**src/rtl/hour_bcd_counter.sv**
```systemverilog
// Two-digit BCD hour/minute-style counter with run/edit/commit modes.
// Keyed edits go to a shadow pair and are range-checked on commit; the display and all pulses are registered.
module hour_bcd_counter #(
    parameter int unsigned MAX_VAL = 23,
    parameter int unsigned MIN_VAL = 0
) (
    input  logic       clk,
    input  logic       rst,
    input  logic       tick,
    input  logic       set_mode,
    input  logic       digit_sel,
    input  logic       key_valid,
    input  logic [3:0] key_data,
    output logic [3:0] cnt_s,
    output logic [3:0] cnt_t,
    output logic       carry,
    output logic       set_err
);

    localparam int unsigned DW = 4;
    localparam int unsigned VW = 7;

    localparam logic [DW-1:0] MIN_T     = DW'(MIN_VAL / 10);
    localparam logic [DW-1:0] MIN_S     = DW'(MIN_VAL % 10);
    localparam logic [DW-1:0] MAX_T     = DW'(MAX_VAL / 10);
    localparam logic [DW-1:0] MAX_S     = DW'(MAX_VAL % 10);
    localparam logic [DW-1:0] DIGIT_MAX = DW'(9);
    localparam logic [VW-1:0] MAX_V     = VW'(MAX_VAL);
    localparam bit            MIN_IS_ZERO = (MIN_VAL == 0);

    typedef enum logic [1:0] {
        ST_RUN    = 2'd0,
        ST_EDIT   = 2'd1,
        ST_COMMIT = 2'd2
    } state_t;

    state_t state;
    state_t state_nx;

    logic          mode_q;
    logic [DW-1:0] cnt_tt;
    logic [DW-1:0] cnt_ss;
    logic [DW-1:0] sh_t;
    logic [DW-1:0] sh_s;

    logic [DW-1:0] cnt_tt_nx;
    logic [DW-1:0] cnt_ss_nx;
    logic [DW-1:0] sh_t_nx;
    logic [DW-1:0] sh_s_nx;
    logic [DW-1:0] disp_t_nx;
    logic [DW-1:0] disp_s_nx;
    logic          carry_nx;
    logic          set_err_nx;

    logic [VW-1:0] cnt_val;
    logic [VW-1:0] sh_val;
    logic          at_max;
    logic          sh_in_range;
    logic          key_ok;

    function automatic logic [VW-1:0] bcd_value(input logic [DW-1:0] t, input logic [DW-1:0] s);
        return VW'(t) * VW'(10) + VW'(s);
    endfunction

    // MIN_VAL is restricted to 0 or 1, so the lower bound reduces to a non-zero test.
    function automatic logic in_range(input logic [VW-1:0] v);
        return (MIN_IS_ZERO || (v != '0)) && (v <= MAX_V);
    endfunction

    assign cnt_val     = bcd_value(cnt_tt, cnt_ss);
    assign sh_val      = bcd_value(sh_t, sh_s);
    assign at_max      = (cnt_tt == MAX_T) && (cnt_ss == MAX_S);
    assign sh_in_range = in_range(sh_val);
    assign key_ok      = (key_data <= DIGIT_MAX);

    // Mode is sampled through mode_q so the FSM only sees a registered request.
    always_ff @(posedge clk) begin
        if (rst) begin
            state  <= ST_RUN;
            mode_q <= 1'b0;
        end else begin
            state  <= state_nx;
            mode_q <= set_mode;
        end
    end

    always_comb begin
        state_nx = state;
        case (state)
            ST_RUN:    if (mode_q)  state_nx = ST_EDIT;
            ST_EDIT:   if (!mode_q) state_nx = ST_COMMIT;
            ST_COMMIT: state_nx = ST_RUN;
            default:   state_nx = ST_RUN;
        endcase
    end

    always_comb begin
        cnt_tt_nx  = cnt_tt;
        cnt_ss_nx  = cnt_ss;
        sh_t_nx    = sh_t;
        sh_s_nx    = sh_s;
        carry_nx   = 1'b0;
        set_err_nx = 1'b0;
        disp_t_nx  = (state == ST_EDIT) ? sh_t : cnt_tt;
        disp_s_nx  = (state == ST_EDIT) ? sh_s : cnt_ss;

        case (state)
            ST_RUN: begin
                if (tick) begin
                    if (at_max) begin
                        cnt_tt_nx = MIN_T;
                        cnt_ss_nx = MIN_S;
                        carry_nx  = 1'b1;
                    end else if (cnt_ss == DIGIT_MAX) begin
                        cnt_ss_nx = '0;
                        cnt_tt_nx = cnt_tt + DW'(1);
                    end else begin
                        cnt_ss_nx = cnt_ss + DW'(1);
                    end
                end
                // Shadow captures the count as it stood before this edge.
                if (state_nx == ST_EDIT) begin
                    sh_t_nx = cnt_tt;
                    sh_s_nx = cnt_ss;
                end
            end
            ST_EDIT: begin
                if (key_valid && key_ok) begin
                    if (digit_sel) sh_t_nx = key_data;
                    else           sh_s_nx = key_data;
                end
            end
            ST_COMMIT: begin
                if (sh_in_range) begin
                    cnt_tt_nx = sh_t;
                    cnt_ss_nx = sh_s;
                end else begin
                    cnt_tt_nx  = MIN_T;
                    cnt_ss_nx  = MIN_S;
                    set_err_nx = 1'b1;
                end
            end
            default: ;
        endcase
    end

    always_ff @(posedge clk) begin
        if (rst) begin
            cnt_tt  <= MIN_T;
            cnt_ss  <= MIN_S;
            sh_t    <= MIN_T;
            sh_s    <= MIN_S;
            cnt_t   <= MIN_T;
            cnt_s   <= MIN_S;
            carry   <= 1'b0;
            set_err <= 1'b0;
        end else begin
            cnt_tt  <= cnt_tt_nx;
            cnt_ss  <= cnt_ss_nx;
            sh_t    <= sh_t_nx;
            sh_s    <= sh_s_nx;
            cnt_t   <= disp_t_nx;
            cnt_s   <= disp_s_nx;
            carry   <= carry_nx;
            set_err <= set_err_nx;
        end
    end

    // The live count must always be two BCD digits inside the legal window.
    count_legal_a: assert property (@(posedge clk) disable iff (rst)
        (cnt_ss <= DIGIT_MAX) && (cnt_tt <= DIGIT_MAX) && in_range(cnt_val));

endmodule

```
**config.mk**
```make
export PLATFORM = sky130hd
export DESIGN_NAME = hour_bcd_counter
export DESIGN_NICKNAME = d
export VERILOG_FILES = /design/src/rtl/hour_bcd_counter.sv
export SDC_FILE = /design/constraint.sdc
export NUM_CORES = 1
export LEC_CHECK = 0
export BUFFER_PORTS_ARGS = -buffer_cell sky130_fd_sc_hd__buf_2
export CORE_MARGIN = 2
export CORE_UTILIZATION = 30
export DETAILED_ROUTE_END_ITERATION = 8
export GPL_TIMING_DRIVEN = 0
export RECOVER_POWER = 100
export SYNTH_ARGS = -nofsm -noshare
export SYNTH_HDL_FRONTEND = slang
export SYNTH_SLANG_ARGS = --single-unit
```
**constraint.sdc**
```tcl
create_clock -name clk -period 3.65 [get_ports clk]
set_clock_uncertainty 0.2 [all_clocks]
set_input_delay 0.73 -clock clk [delete_from_list [all_inputs] [get_ports clk]]
set_output_delay 0.73 -clock clk [all_outputs]
set_load 0.1 [all_outputs]
```
==> summary.md <==
| Metric | Value |
|---|---|
| Peak supply drop | `between 0.2 and 0.25 mV` |
| Crit Path Max Fanout | `6` |
| Vias per Instance | `between 5 and 6` |
| Die width | `77.0 um` |
| Commonest non-fill, non-tap cell in the layout | `nand2_1` |
| Total number of vias | `approximately 1.4k` |
| Synth Register Bits | `29` |
| Final RePlAce weighted congestion | `0.780` |
| GRT Total Usage | `0.138` |
| Initial antenna violation count | `0` |
| Worst r2r path cells | `9` |
| Relative slew slack | `0.223` |
| Largest net degree at the start of global routing | `11` |
| Htree depth | `2` |
| Die Area | `between 5000 and 6000 um2` |
| Total Routed Length | `between 3000 and 4000 um` |
| R2R Path Start | `sh_t[1]$_SDFFE_PP0P_` |
| # diodes | `0` |
| Post-CTS Setup Bufs | `0` |
| Sw Share | `0.281` |
| Reg clk slew, reported paths | `~70 ps` |
| Reg-to-reg endpoint | `cnt_tt[1]$_SDFFE_PP0P_` |
| Util after Layout | `0.363` |
| # rows | `26` |
| Yosys warns | `0` |
| Least-Margin Pin Slew | `approximately 1200 ps` |
| CTS Buffer Depth | `2` |
| Post-route antenna net violation count | `0` |
| Synth Net Count | `roughly 210` |
| Crit path capture type | `register` |
| CTS tree | `built` |
| CTS buffer count | `5` |
| Mean area per synthesized cell | `8.56 um2` |
| P_int | `0.600 mW` |
| WS Path Type | `register to register` |
| First-pass GRT wire length | `roughly 6400 um` |
| Final worst-path cycle share | `0.820` |
| DIE HEIGHT | `slightly below 80 um` |
| Mapped Area | `1600 um2` |
| CP required | `around 3700 ps` |
| DRT Pass-1 Iters | `4` |
| Logic pwr share | `0.158` |
| Post-cts sizing count | `0` |
| Critical Path End | `cnt_tt[1]$_SDFFE_PP0P_` |
| CTS root buffer | `clkbuf_8` |
| CTS Sinks | `29` |
| Post-CTS Hold Fix Bufs | `0` |
| Final hold violation count | `0` |
| RSZ-0062 raised after global routing | `false` |
| Clock period minus worst slack | `2990 ps` |
| Sw Pwr | `0.235 mW` |
| Vias in the first global route | `about 1.3k` |
| 1st-iter DRT viols | `61` |
| PortBufs | `18` |
| Dpl hpwl | `2780 um` |
| Max Slew Vio Count | `0` |
| Worst min-delay path category | `register to register` |
| WL per Instance | `roughly 13 um` |
| CP startpoint kind | `register` |
| Final nets | `about 230` |
| Sequential area share after synthesis | `0.363` |
| Distinct cells, synth | `38` |
| Core footprint | `5140 um2` |
| Reg power frac | `0.421` |
| Worst setup startpoint | `sh_t[1]$_SDFFE_PP0P_` |
| Leakage power | `between 0.6 and 0.7 nW` |
| Layout cells sized above 1 | `0.127` |
| Grt ovf | `0` |
| Status | `completed` |
| Max-Cap Viols | `0` |
| Most frequent cells in the layout | `33 x nand2_1, 29 x dfxtp_1, 23 x a21oi_1, 16 x clkbuf_1` |
| Pwr dens | `around 450 nW/um2` |
| Setup TNS | `0 ps` |
| Max Freq | `334 MHz` |
| Area Growth Syn to Fin | `16.7%` |
| # IOs | `20` |
| Setup-failing EPs final | `0` |
| Initial Utilization | `0.311` |
| Post-Syn Instances | `roughly 190` |
| DRC | `0` |
| R2R Setup Slk | `between 600 and 700 ps` |
| Worst EP arrival | `3000 ps` |
| Clock latency on the worst-skew pair | `slightly below 300 ps` |
| Clock share of power | `0.420` |
-- how the worst min path moves through the flow --
stage	start	to	slack [ps]	cells after the start
after floorplan	mode_q$_SDFF_PP0_	state[1]$_SDFF_PP0_	220	1
after global placement	mode_q$_SDFF_PP0_	state[1]$_SDFF_PP0_	270	1
after detailed placement	mode_q$_SDFF_PP0_	state[1]$_SDFF_PP0_	270	1
after CTS	mode_q$_SDFF_PP0_	state[1]$_SDFF_PP0_	280	1
after global routing	mode_q$_SDFF_PP0_	state[1]$_SDFF_PP0_	300	1
final	mode_q$_SDFF_PP0_	state[1]$_SDFF_PP0_	270	1
-- synthesized netlist by cell type --
cell / number / area share
a211oi_1: 1 / 0.0047
a21o_1: 4 / 0.019
a21oi_1: 23 / 0.072
a21oi_2: 2 / 0.011
a221o_1: 2 / 0.013
a221oi_2: 2 / 0.019
a311oi_1: 4 / 0.022
a311oi_4: 1 / 0.016
a31o_2: 1 / 0.0055
and3_1: 1 / 0.0039
and4bb_2: 2 / 0.016
buf_2: 2 / 0.0063
buf_4: 1 / 0.0047
clkbuf_1: 5 / 0.012
dfxtp_1: 29 / 0.36
fa_1: 2 / 0.025
ha_1: 8 / 0.063
inv_1: 9 / 0.021
nand2_1: 33 / 0.077
nand2b_1: 3 / 0.012
nand3_1: 2 / 0.0063
nand4_1: 1 / 0.0039
nor2_1: 7 / 0.016
nor2b_1: 5 / 0.020
nor3_1: 3 / 0.0094
nor3b_1: 2 / 0.0094
nor4_1: 1 / 0.0039
nor4b_1: 3 / 0.016
o211ai_1: 5 / 0.023
o211ai_2: 2 / 0.016
o21ai_0: 9 / 0.028
o21bai_1: 1 / 0.0047
o22ai_1: 4 / 0.016
or2_1: 1 / 0.0039
or3_4: 1 / 0.0070
xnor2_1: 2 / 0.011
xnor2_2: 1 / 0.010
xor2_1: 2 / 0.011
-- worst max-delay path: stages (launching register included) --
cell and delay, ps:
dfxtp_1 490, ha_1 290, ha_1 190, inv_1 60
fa_1 460, nor2b_1 200, nand4_1 170, a311oi_4 400
o21ai_0 270, o22ai_1 170
-- flip-flops by register name, summed over array words and instances (netlist names) --
signal / flops
cnt_s: 4
cnt_ss: 4
cnt_t: 4
cnt_tt: 4
sh_s: 4
sh_t: 4
state: 2
carry: 1
mode_q: 1
set_err: 1
-- power by group through the flow --
| stage | clock [mW] | combinational (mW) | sequential, mW |
|---|---|---|---|
| 6_report | 0.351 | 0.132 | 0.351 |
| 3_3_place_gp | 0 | 0.135 | 0.358 |
| 5_1_grt | 0.376 | 0.145 | 0.354 |
| 4_1_cts | 0.358 | 0.137 | 0.351 |
| 3_5_place_dp | 0 | 0.136 | 0.358 |
| 2_1_floorplan | 0 | 0.0867 | 0.375 |
-- cell type report --
cell class,instances,area [um2]
inverter,9,33.8
multi-input combinational,141,933
sequential,29,581
clock inverter,2,37.5
buffer,8,35.0
tap,70,87.6
clock buffer,6,82.6
fill,583,3270
timing repair buffer,18,77.6
-- routing by layer --
layer	global-route usage	share of wire	vias to the layer above
met3	0.0329	0.040	7
met2	0.204	0.42	30
met4	0.0696	0.021	0
met5	0	0	-
met1	0.188	0.51	657
li1	-	-	724
-- kinds of logic after synthesis --
group	after synthesis	synth area share
adder cells (fa/ha/maj)	10	0.0876
flip-flops	29	0.363
AO/OA/AOI/OAI	61	0.269
AND/OR/NAND/NOR	65	0.205
XOR/XNOR	5	0.0321
buffers and inverters	17	0.0438
-- metrics by stage --
step           hold WS (ps)  total power [mW]  std cells  worst slack [ps]  cell area, um2
2_1_floorplan           218             0.462        187               981            1600
5_1_grt                 300             0.875        283               464            1870
3_5_place_dp            268             0.495        275               648            1780
4_1_cts                 280             0.846        283               615            1900
6_report                275             0.834        283               659            1870
3_3_place_gp            273             0.494        275               655            1780
(Power assumes the default switching activity.)
